[config.mk]
export PLATFORM = sky130hd
export DESIGN_NAME = eclair_phase_sequencer
export DESIGN_NICKNAME = d
export VERILOG_FILES = /design/src/rtl/eclair_seq_pkg.sv /design/src/rtl/eclair_phase_dwell.sv /design/src/rtl/eclair_phase_sequencer.sv
export SDC_FILE = /design/constraint.sdc
export NUM_CORES = 1
export LEC_CHECK = 0
export CAP_MARGIN = 30
export CORE_MARGIN = 3
export CORE_UTILIZATION = 54
export DETAILED_ROUTE_END_ITERATION = 8
export PLACE_DENSITY = 0.93
export SLEW_MARGIN = 30
export SYNTH_ARGS = -nofsm -noshare
export SYNTH_HDL_FRONTEND = slang
export SYNTH_HIERARCHICAL = 1
export SYNTH_SLANG_ARGS = --single-unit
[constraint.sdc]
create_clock -name clk -period 3.5 [get_ports clk]
set_input_delay 0.7 -clock clk [delete_from_list [all_inputs] [get_ports clk]]
set_output_delay 0.7 -clock clk [all_outputs]
set_load 0.005 [all_outputs]
[src/rtl/eclair_seq_pkg.sv]
`default_nettype none
// ============================================================================
// Module      : eclair_seq_pkg
// Description : Shared widths, state encoding and helpers for the ECL CPU
//               microcycle phase sequencer.
// Revision    : 1.0 - initial release
// ============================================================================
package eclair_seq_pkg;

    localparam int PHASE_W = 3;
    localparam int DWELL_W = 4;

    localparam logic [1:0] HALTED = 2'd0;
    localparam logic [1:0] RUN    = 2'd1;
    localparam logic [1:0] STEP   = 2'd2;

    typedef enum logic [1:0] {
        ST_HALTED = HALTED,
        ST_RUN    = RUN,
        ST_STEP   = STEP
    } seq_state_t;

    // Wrap at the configured phase count is handled by the caller.
    function automatic logic [PHASE_W-1:0] phase_inc(input logic [PHASE_W-1:0] p);
        return p + 1'b1;
    endfunction

endpackage
`default_nettype wire

[src/rtl/eclair_phase_dwell.sv]
`default_nettype none
// ============================================================================
// Module      : eclair_phase_dwell
// Description : Per-phase dwell counter with wait-state hold at terminal
//               count; reports terminal count and whether the next value is 0.
// Revision    : 1.0 - initial release
// ============================================================================
module eclair_phase_dwell
    import eclair_seq_pkg::*;
#(
    parameter int PHASE_CYCLES = 2
) (
    input  logic clk,
    input  logic reset_n,
    input  logic clear,
    input  logic hold,
    output logic terminal,
    output logic zero_next
);

    localparam logic [DWELL_W-1:0] c_last_dwell = DWELL_W'(PHASE_CYCLES - 1);

    logic [DWELL_W-1:0] r_dwell;
    logic [DWELL_W-1:0] w_dwell_next;
    logic               w_terminal;

    assign w_terminal = (r_dwell == c_last_dwell);

    // Hold is only honoured on the terminal clock of a phase.
    always_comb begin
        w_dwell_next = r_dwell + 1'b1;
        if (clear) begin
            w_dwell_next = '0;
        end else if (w_terminal) begin
            w_dwell_next = hold ? r_dwell : '0;
        end
    end

    always_ff @(posedge clk or negedge reset_n) begin
        if (!reset_n) begin
            r_dwell <= '0;
        end else begin
            r_dwell <= w_dwell_next;
        end
    end

    assign terminal  = w_terminal;
    assign zero_next = (w_dwell_next == '0);

endmodule
`default_nettype wire

[src/rtl/eclair_phase_sequencer.sv]
`default_nettype none
// ============================================================================
// Module      : eclair_phase_sequencer
// Description : Microcycle phase sequencer driving an MC10H161-style 1-of-8
//               decoder (select + disable). Run / step / halt / wait control.
//               Optional macro PHASE_GUARD_EN masks select changes with disable.
// Revision    : 1.0 - initial release
// ============================================================================
module eclair_phase_sequencer
    import eclair_seq_pkg::*;
#(
    parameter int NUM_PHASES   = 8,
    parameter int PHASE_CYCLES = 2
) (
    input  logic               clk,
    input  logic               reset_n,
    input  logic               run,
    input  logic               step,
    input  logic               halt_req,
    input  logic               wait_req,
    output logic [PHASE_W-1:0] phase,
    output logic               phase_disable,
    output logic               cycle_start,
    output logic               cycle_done,
    output logic               halted
);

    localparam logic [PHASE_W-1:0] c_last_phase = PHASE_W'(NUM_PHASES - 1);

    if ((NUM_PHASES < 2) || (NUM_PHASES > 8)) begin : g_num_phases_check
        $error("NUM_PHASES must be in 2..8");
    end
    if ((PHASE_CYCLES < 1) || (PHASE_CYCLES > 15)) begin : g_phase_cycles_check
        $error("PHASE_CYCLES must be in 1..15");
    end

`ifdef PHASE_GUARD_EN
    localparam bit c_guard_en = 1'b1;
    if (PHASE_CYCLES < 2) begin : g_guard_check
        $error("PHASE_GUARD_EN needs PHASE_CYCLES >= 2");
    end
`else
    localparam bit c_guard_en = 1'b0;
`endif

    seq_state_t         r_state;
    seq_state_t         w_state_next;
    logic [PHASE_W-1:0] r_phase;
    logic [PHASE_W-1:0] w_phase_next;
    logic               r_run_q;
    logic               r_halt_pend;
    logic               w_halt_pend_next;
    logic               r_phase_disable;
    logic               w_disable_next;
    logic               r_cycle_start;
    logic               w_start_next;
    logic               r_cycle_done;
    logic               w_done_next;
    logic               r_halted;
    logic               w_run_edge;
    logic               w_terminal;
    logic               w_zero_next;
    logic               w_advance;
    logic               w_clear;

    assign w_clear    = (r_state == ST_HALTED);
    assign w_run_edge = run & ~r_run_q;
    assign w_advance  = (r_state != ST_HALTED) && w_terminal && !wait_req;

    eclair_phase_dwell #(
        .PHASE_CYCLES (PHASE_CYCLES)
    ) u_dwell (
        .clk       (clk),
        .reset_n   (reset_n),
        .clear     (w_clear),
        .hold      (wait_req),
        .terminal  (w_terminal),
        .zero_next (w_zero_next)
    );

    always_comb begin
        w_state_next = r_state;
        w_phase_next = r_phase;
        w_start_next = 1'b0;
        w_done_next  = 1'b0;

        case (r_state)
            ST_HALTED: begin
                w_phase_next = '0;
                if (w_run_edge) begin
                    w_state_next = ST_RUN;
                    w_start_next = 1'b1;
                end else if (step) begin
                    w_state_next = ST_STEP;
                    w_start_next = 1'b1;
                end
            end
            ST_RUN, ST_STEP: begin
                if (w_advance) begin
                    if (r_phase == c_last_phase) begin
                        w_phase_next = '0;
                        w_done_next  = 1'b1;
                        // A halt request arriving on the boundary clock still counts.
                        if ((r_state == ST_STEP) || r_halt_pend || halt_req || !run) begin
                            w_state_next = ST_HALTED;
                        end else begin
                            w_start_next = 1'b1;
                        end
                    end else begin
                        w_phase_next = phase_inc(r_phase);
                    end
                end
            end
            default: begin
                w_state_next = ST_HALTED;
                w_phase_next = '0;
            end
        endcase

        if (w_state_next == ST_HALTED) begin
            w_halt_pend_next = 1'b0;
        end else begin
            w_halt_pend_next = r_halt_pend | ((r_state != ST_HALTED) & halt_req);
        end

        w_disable_next = (w_state_next == ST_HALTED) | (c_guard_en & w_zero_next);
    end

    always_ff @(posedge clk or negedge reset_n) begin
        if (!reset_n) begin
            r_state         <= ST_HALTED;
            r_phase         <= '0;
            r_run_q         <= 1'b1;
            r_halt_pend     <= 1'b0;
            r_phase_disable <= 1'b1;
            r_cycle_start   <= 1'b0;
            r_cycle_done    <= 1'b0;
            r_halted        <= 1'b1;
        end else begin
            r_state         <= w_state_next;
            r_phase         <= w_phase_next;
            r_run_q         <= run;
            r_halt_pend     <= w_halt_pend_next;
            r_phase_disable <= w_disable_next;
            r_cycle_start   <= w_start_next;
            r_cycle_done    <= w_done_next;
            r_halted        <= (w_state_next == ST_HALTED);
        end
    end

    assign phase         = r_phase;
    assign phase_disable = r_phase_disable;
    assign cycle_start   = r_cycle_start;
    assign cycle_done    = r_cycle_done;
    assign halted        = r_halted;

endmodule
`default_nettype wire

==> flow_summary.rst, run 1 <==
.. list-table::
   :header-rows: 1

   * - Metric
     - Value
   * - Outcome
     - complete, no violations
   * - Final cycle utilization of the critical path
     - 0.582
   * - Area growth from synthesis to final layout
     - 21.2%
   * - Cell Area, Synth
     - 791 um2
   * - Biggest cell delay along the critical path
     - about 540 ps
   * - Global-route wire length before repair
     - 2.59 mm
   * - Post-detailed-route wirelength per cell
     - approximately 15 um
   * - Hold/Removal Path Class
     - register to register
   * - Largest vdd supply drop
     - 0.000383 V
   * - Site Rows
     - 13
   * - Area of the die
     - 0.00196 mm2
   * - Die outline width
     - ~44 um
   * - Starting utilization of the core area
     - 0.593
   * - Count of mapped cells out of synthesis
     - 68
   * - Vias in the first global route
     - 579
   * - Setup repair after global routing missed its margin
     - false
   * - Cell chain of the critical path
     - clkdlybuf4s50_1
   * - Worst slew margin relative to its limit
     - 0.578
   * - Sink Count
     - 14
   * - Postcts setup bufs
     - 0
   * - Register clock-pin slew on the reported worst setup and hold paths
     - 90 ps
   * - Max Fanout on Critical Path
     - 2
   * - TritonCTS Buffers
     - 3
   * - Placement-stage worst setup slack
     - 1510 ps
   * - Count of nets after finishing
     - 97
   * - Number of pins with negative max-slew slack in the final report
     - 0
   * - Number of vias in the routed layout
     - around 570
   * - Maximum buffer depth of the clock tree
     - 2
   * - Final Core Density
     - 0.719
   * - Largest delay contributor family on the critical path
     - flip-flops
   * - Aggregate global routing overflow
     - 0
   * - Placeable core region
     - 0.00133 mm2
   * - Hold-fix buffers at CTS
     - 0
   * - Antenna violations before repair
     - 0
   * - Post-layout total power
     - 0.693 mW
   * - Power density normalized to cell area
     - 723 mW/mm2
   * - Number of primary I/O pins
     - 13
   * - Setup Crit Path Kind
     - register to output port
   * - TritonCTS clock tree
     - yes
   * - Max H-tree Level
     - 1
   * - Drt drc
     - 0
   * - Pin count of the biggest net entering global routing
     - 15
   * - Crit path buf inv count
     - 1
   * - Violation count after the first detailed-route iteration
     - 10
   * - Fin Clk Skew
     - 11.0 ps
   * - Number of hold violations in the final report
     - 0
   * - Layout Cell Area excl Fill
     - 958 um2
   * - CTS Root Cell
     - clkbuf_4
   * - Data required time of the critical path
     - 2800 ps
   * - Fin Setup TNS
     - 0 ps
   * - Clock latency on the worst-skew pair
     - 280 ps
   * - Synthesized netlist net count
     - 81
   * - Die boundary height
     - ~44 um
   * - Detailed Place HPWL
     - 1.10 mm
   * - Final min period
     - 2040 ps
   * - Worst Setup Slack, final
     - about 1500 ps
   * - Cts repair resizes
     - 0
   * - Highest achievable clock rate
     - 0.491 GHz
   * - Antenna viol nets, final
     - 0
   * - Critical Path End Type
     - output port
   * - Via density
     - about 5.8
   * - DRT Wirelength
     - approximately 1.5 mm
   * - Synthesized area divided by synthesized cell count
     - 11.6 um2
   * - Static leakage power
     - a little over 0.4 nW
   * - Worst-Margin Slew
     - about 630 ps
   * - Total of warnings raised by yosys
     - 6
   * - 1st-pass router iterations
     - 4
   * - Placer congestion estimate
     - ~0.9
   * - Arrival time of the worst setup path
     - 1340 ps
   * - Total GRT Usage
     - 0.186
   * - Startpoint kind of the worst setup timing path
     - register
   * - Share of post-route cells with drive strength above 1
     - 0.157
   * - Finish-stage setup viols
     - 0
   * - PortBufs
     - 12
   * - Max-cap violation count
     - 0
   * - # diodes
     - 0
   * - Area post-placement
     - around 920 um2
   * - Crit-path slowest cell
     - dfstp_2
worst reg2reg max path, stage by stage, from the launching register on:
cell      delay (ps)
dfrtp_1          410
inv_1            110
ha_1             430
nor2b_1          260
o21ai_0          170
a221oi_2         260
per-layer routing:
layer | GRT usage | vias up | part of all wire | wire length [um]
li1 | - | 274 | - | -
met1 | 0.232 | 284 | 0.46 | 669
met2 | 0.314 | 11 | 0.49 | 711
met3 | 0.0244 | 4 | 0.033 | 48
met4 | 0.0904 | 0 | 0.017 | 25
met5 | 0 | - | 0 | 0
registers in the layout, summed over array words and instances (netlist names):
| signal | count |
|---|---|
| r_state | 2 |
| r_halt_pend | 1 |
| r_run_q | 1 |
| phase | 3 |
| cycle_start | 1 |
| cycle_done | 1 |
| u_dwell/r_dwell | 4 |
| halted | 1 |
layout by cell type, fill, tap and decap left out, drive strengths merged:
cell type       n
a21oi           4
a221oi          1
a22o            1
and3            1
clkbuf          4
clkdlybuf4s50  12
dfrtp          12
dfstp           2
ha              7
inv             4
mux2i           3
nand2b          3
nand3           2
nand3b          1
nand4           1
nand4b          1
nand4bb         1
nor2            4
nor2b           7
nor3b           2
nor4b           1
o21ai           5
o31ai           1
o32ai           1
or2             1
xor2            1
final timing paths:
check	to	depth (start not counted)	start	slack [ps]
hold / removal	phase[1]	2	phase[1]	600
setup / recovery	halted	1	halted	1460
setup reg to reg	r_halt_pend	5	r_state[0]	1770
hold reg to reg	phase[1]	2	phase[1]	600
min in group asynchronous	r_halt_pend	1	reset_n	800
max in group asynchronous	phase[1]	1	reset_n	2280
cell type report:
type                    count  area [um2]
flip-flops and latches     14         353
inverters                   4        15.0
repair buffers             12         120
well taps                  15        18.8
multi-input cells          49         415
fillers                    94         375
clock buffers               4        36.3
stage by stage:
stage	instances	hold WS, ps
detailed placement	94	585
finish	98	599
CTS	98	612
global placement	94	561
floorplan	68	404
global route	98	670
power by group:
group          total [mW]  switching, mW  internal, mW
Sequential          0.245         0.0364         0.208
Clock               0.117         0.0541        0.0633
Combinational       0.330          0.164         0.167
(Power assumes the default switching activity.)
==> run 2: changes to the inputs <==
- CORE_UTILIZATION: 54 -> 46
- PLACE_DENSITY: 0.93 -> 0.85
- clock period: 3.5 -> 1.7 ns (I/O delays scaled with it)
==> run 2 against run 1 <==
  * Clock-buffer cell count is the same
  * Combinational power grew to 2.6 times the previous value
  * Cell count grew 10%
  * Critical path type unchanged
==> flow_summary.rst, run 2 (synthesis gave the netlist of run 1 again) <==
.. list-table::
   :header-rows: 1

   * - Metric
     - Value
   * - Highest achievable clock rate
     - between 0.6 and 0.7 GHz
   * - Number of vias in the routed layout
     - 609 (was 573)
   * - Crit path buf inv count
     - 1 (unchanged)
   * - Fin Clk Skew
     - 8.36 ps (was 11.0 ps)
   * - Register clock-pin slew on the reported worst setup and hold paths
     - 80 ps (was 90 ps)
   * - Violation count after the first detailed-route iteration
     - 16 (was 10)
   * - Vias in the first global route
     - 557 (was 579)
   * - Most flop-heavy register
     - u_dwell/r_dwell (unchanged)
   * - Maximum buffer depth of the clock tree
     - 2 (unchanged)
   * - Post-layout total power
     - 1.54 mW (was 0.693 mW)
   * - Sequential share of power
     - 0.320 (was 0.353)
   * - Number of filler cells placed in the layout
     - 115 (was 94)
   * - Setup repair after global routing missed its margin
     - true (was false)
   * - CTS Root Cell
     - clkbuf_4 (unchanged)
   * - Hold-fix buffers at CTS
     - 0 (unchanged)
   * - Worst slew margin relative to its limit
     - 0.769 (was 0.578)
   * - Area growth from synthesis to final layout
     - 29.3% (was 21.2%)
   * - Fin Setup TNS
     - 0 ps (unchanged)
   * - Share of post-route cells with drive strength above 1
     - 0.250 (was 0.157)
   * - Cell chain of the critical path
     - clkdlybuf4s50_1 (unchanged)
   * - Final min period
     - around 1600 ps
   * - Total GRT Usage
     - 0.151 (was 0.186)
   * - Clock latency on the worst-skew pair
     - 290 ps (was 280 ps)
   * - Antenna violations before repair
     - 0 (unchanged)
   * - Post-detailed-route wirelength per cell
     - 13.9 um (was 14.8 um)
   * - Max Fanout on Critical Path
     - 2 (unchanged)
   * - Sink Count
     - 14 (unchanged)
   * - Data required time of the critical path
     - 1360 ps (was 2800 ps)
   * - Setup Crit Path Kind
     - register to output port (unchanged)
   * - Via density
     - 5.64 (was 5.85)
   * - Count of nets after finishing
     - 106 (was 97)
   * - Critical Path End Type
     - output port (unchanged)
   * - Crit-path slowest cell
     - dfstp_2 (unchanged)
   * - Largest vdd supply drop
     - 0.000805 V (was 0.000383 V)
   * - Number of primary I/O pins
     - 13 (unchanged)
   * - NetSw
     - 0.562 mW (was 0.254 mW)
   * - Biggest cell delay along the critical path
     - 530 ps (was 540 ps)
   * - Site Rows
     - 14 (was 13)
   * - # diodes
     - 0 (unchanged)
   * - Power density normalized to cell area
     - 1510 mW/mm2 (was 723 mW/mm2)
   * - Die outline width
     - 47.5 um (was 44.3 um)
   * - Sw Ratio
     - 0.364 (was 0.367)
   * - TritonCTS Buffers
     - 3 (unchanged)
   * - TritonCTS clock tree
     - yes (unchanged)
   * - Hold/Removal Path Class
     - primary input to asynchronous set/reset pin (was register to register)
   * - Worst-Margin Slew
     - 342 ps (was 631 ps)
   * - Pin count of the biggest net entering global routing
     - 15 (unchanged)
   * - Final cycle utilization of the critical path
     - 0.970
   * - Area of the die
     - 0.00225 mm2 (was 0.00196 mm2)
   * - Antenna viol nets, final
     - 0 (unchanged)
   * - Clock power share
     - 0.130 (was 0.170)
   * - Global-route wire length before repair
     - 2.28 mm (was 2.59 mm)
   * - Placeable core region
     - 0.00156 mm2 (was 0.00133 mm2)
   * - Drt drc
     - 0 (unchanged)
   * - Footprint of the multi-input gates
     - 420 um2 (was 415 um2)
   * - Max H-tree Level
     - 1 (unchanged)
   * - Part of the total power dissipated in combinational logic
     - 0.550 (was 0.477)
   * - Commonest cells after routing, fill and taps aside
     - 12 x dfrtp_1, 12 x clkdlybuf4s50_1, 9 x buf_4 (was 12 x dfrtp_1, 12 x clkdlybuf4s50_1, 7 x nor2b_1, 7 x ha_1)
   * - Finish-stage setup viols
     - 0 (unchanged)
   * - Outcome
     - complete, no violations (unchanged)
   * - 1st-pass router iterations
     - 4 (unchanged)
   * - Internal Dissipation
     - 0.982 mW (was 0.439 mW)
   * - Aggregate global routing overflow
     - 0 (unchanged)
   * - Arrival time of the worst setup path
     - 1310 ps (was 1340 ps)
   * - Number of pins with negative max-slew slack in the final report
     - 0 (unchanged)
   * - Static leakage power
     - 0.452 nW (was 0.415 nW)
   * - Storage element area
     - 353 um2 (unchanged)
   * - Largest delay contributor family on the critical path
     - flip-flops (unchanged)
   * - Max-cap violation count
     - 0 (unchanged)
   * - Startpoint kind of the worst setup timing path
     - register (unchanged)
   * - DRT Wirelength
     - 1.50 mm (was 1.45 mm)
   * - Placer congestion estimate
     - 0.798 (was 0.889)
   * - Die boundary height
     - 47.5 um (was 44.3 um)
   * - PortBufs
     - 12 (unchanged)
   * - Number of hold violations in the final report
     - 0 (unchanged)
   * - Number of flip-flops in the largest register
     - 4 (unchanged)
   * - Starting utilization of the core area
     - 0.507 (was 0.593)
-- run 2: cell types whose count changed in the layout (fill, tap and decap cells not counted), sizes merged --
cell,delta
buf,+9
-- run 2: layer usage --
metal | vias up | routed length [um] | GRT usage
met4 | 0 | 45 | 0.127
met5 | - | 0 | 0
met3 | 8 | 68 | 0.0263
met2 | 26 | 726 | 0.233
li1 | 289 | - | -
met1 | 286 | 655 | 0.182
-- run 2: power by group through the flow --
stage          sequential (mW)  clock (mW)  combinational (mW)
5_1_grt                  0.503       0.221               0.930
3_3_place_gp             0.492           0               0.719
3_5_place_dp             0.497           0               0.749
2_1_floorplan            0.502           0               0.492
4_1_cts                  0.491       0.210               0.754
6_report                 0.493       0.201               0.849
-- run 2: repair_timing --
item | CTS | global route
buffers inserted | 0 | 4
gates resized for setup | 0 | 2
endpoints found under the setup margin | 0 | 6
-- run 2: worst paths after layout --
path | cells after the start | from | slack, ps | to
setup / recovery | 1 | halted | 50 | phase_disable
max in group asynchronous | 2 | reset_n | 1110 | r_run_q
hold / removal | 2 | reset_n | 350 | u_dwell/r_dwell[3]
hold reg to reg | 2 | phase[1] | 580 | phase[1]
min in group clk | 1 | run | 510 | r_run_q
setup reg to reg | 6 | u_dwell/r_dwell[1] | 80 | phase[1]
-- run 2: layout make-up --
class / count / share of cell area
multi-input cells: 49 / 0.411
repair buffers: 21 / 0.184
flip-flops and latches: 14 / 0.345
well taps: 16 / 0.0196
inverters: 4 / 0.0147
clock buffers: 4 / 0.0257
-- run 2: stage by stage --
step,setup WS (ps),instances,cell area (um2),util,hold WS [ps]
2_1_floorplan,178,68,791,-,44.4
5_1_grt,-54.0,108,1020,0.656,368
4_1_cts,27.7,104,987,0.633,348
3_5_place_dp,62.2,100,961,0.616,568
3_3_place_gp,101,100,961,0.616,562
6_report,50.3,108,1020,0.656,346
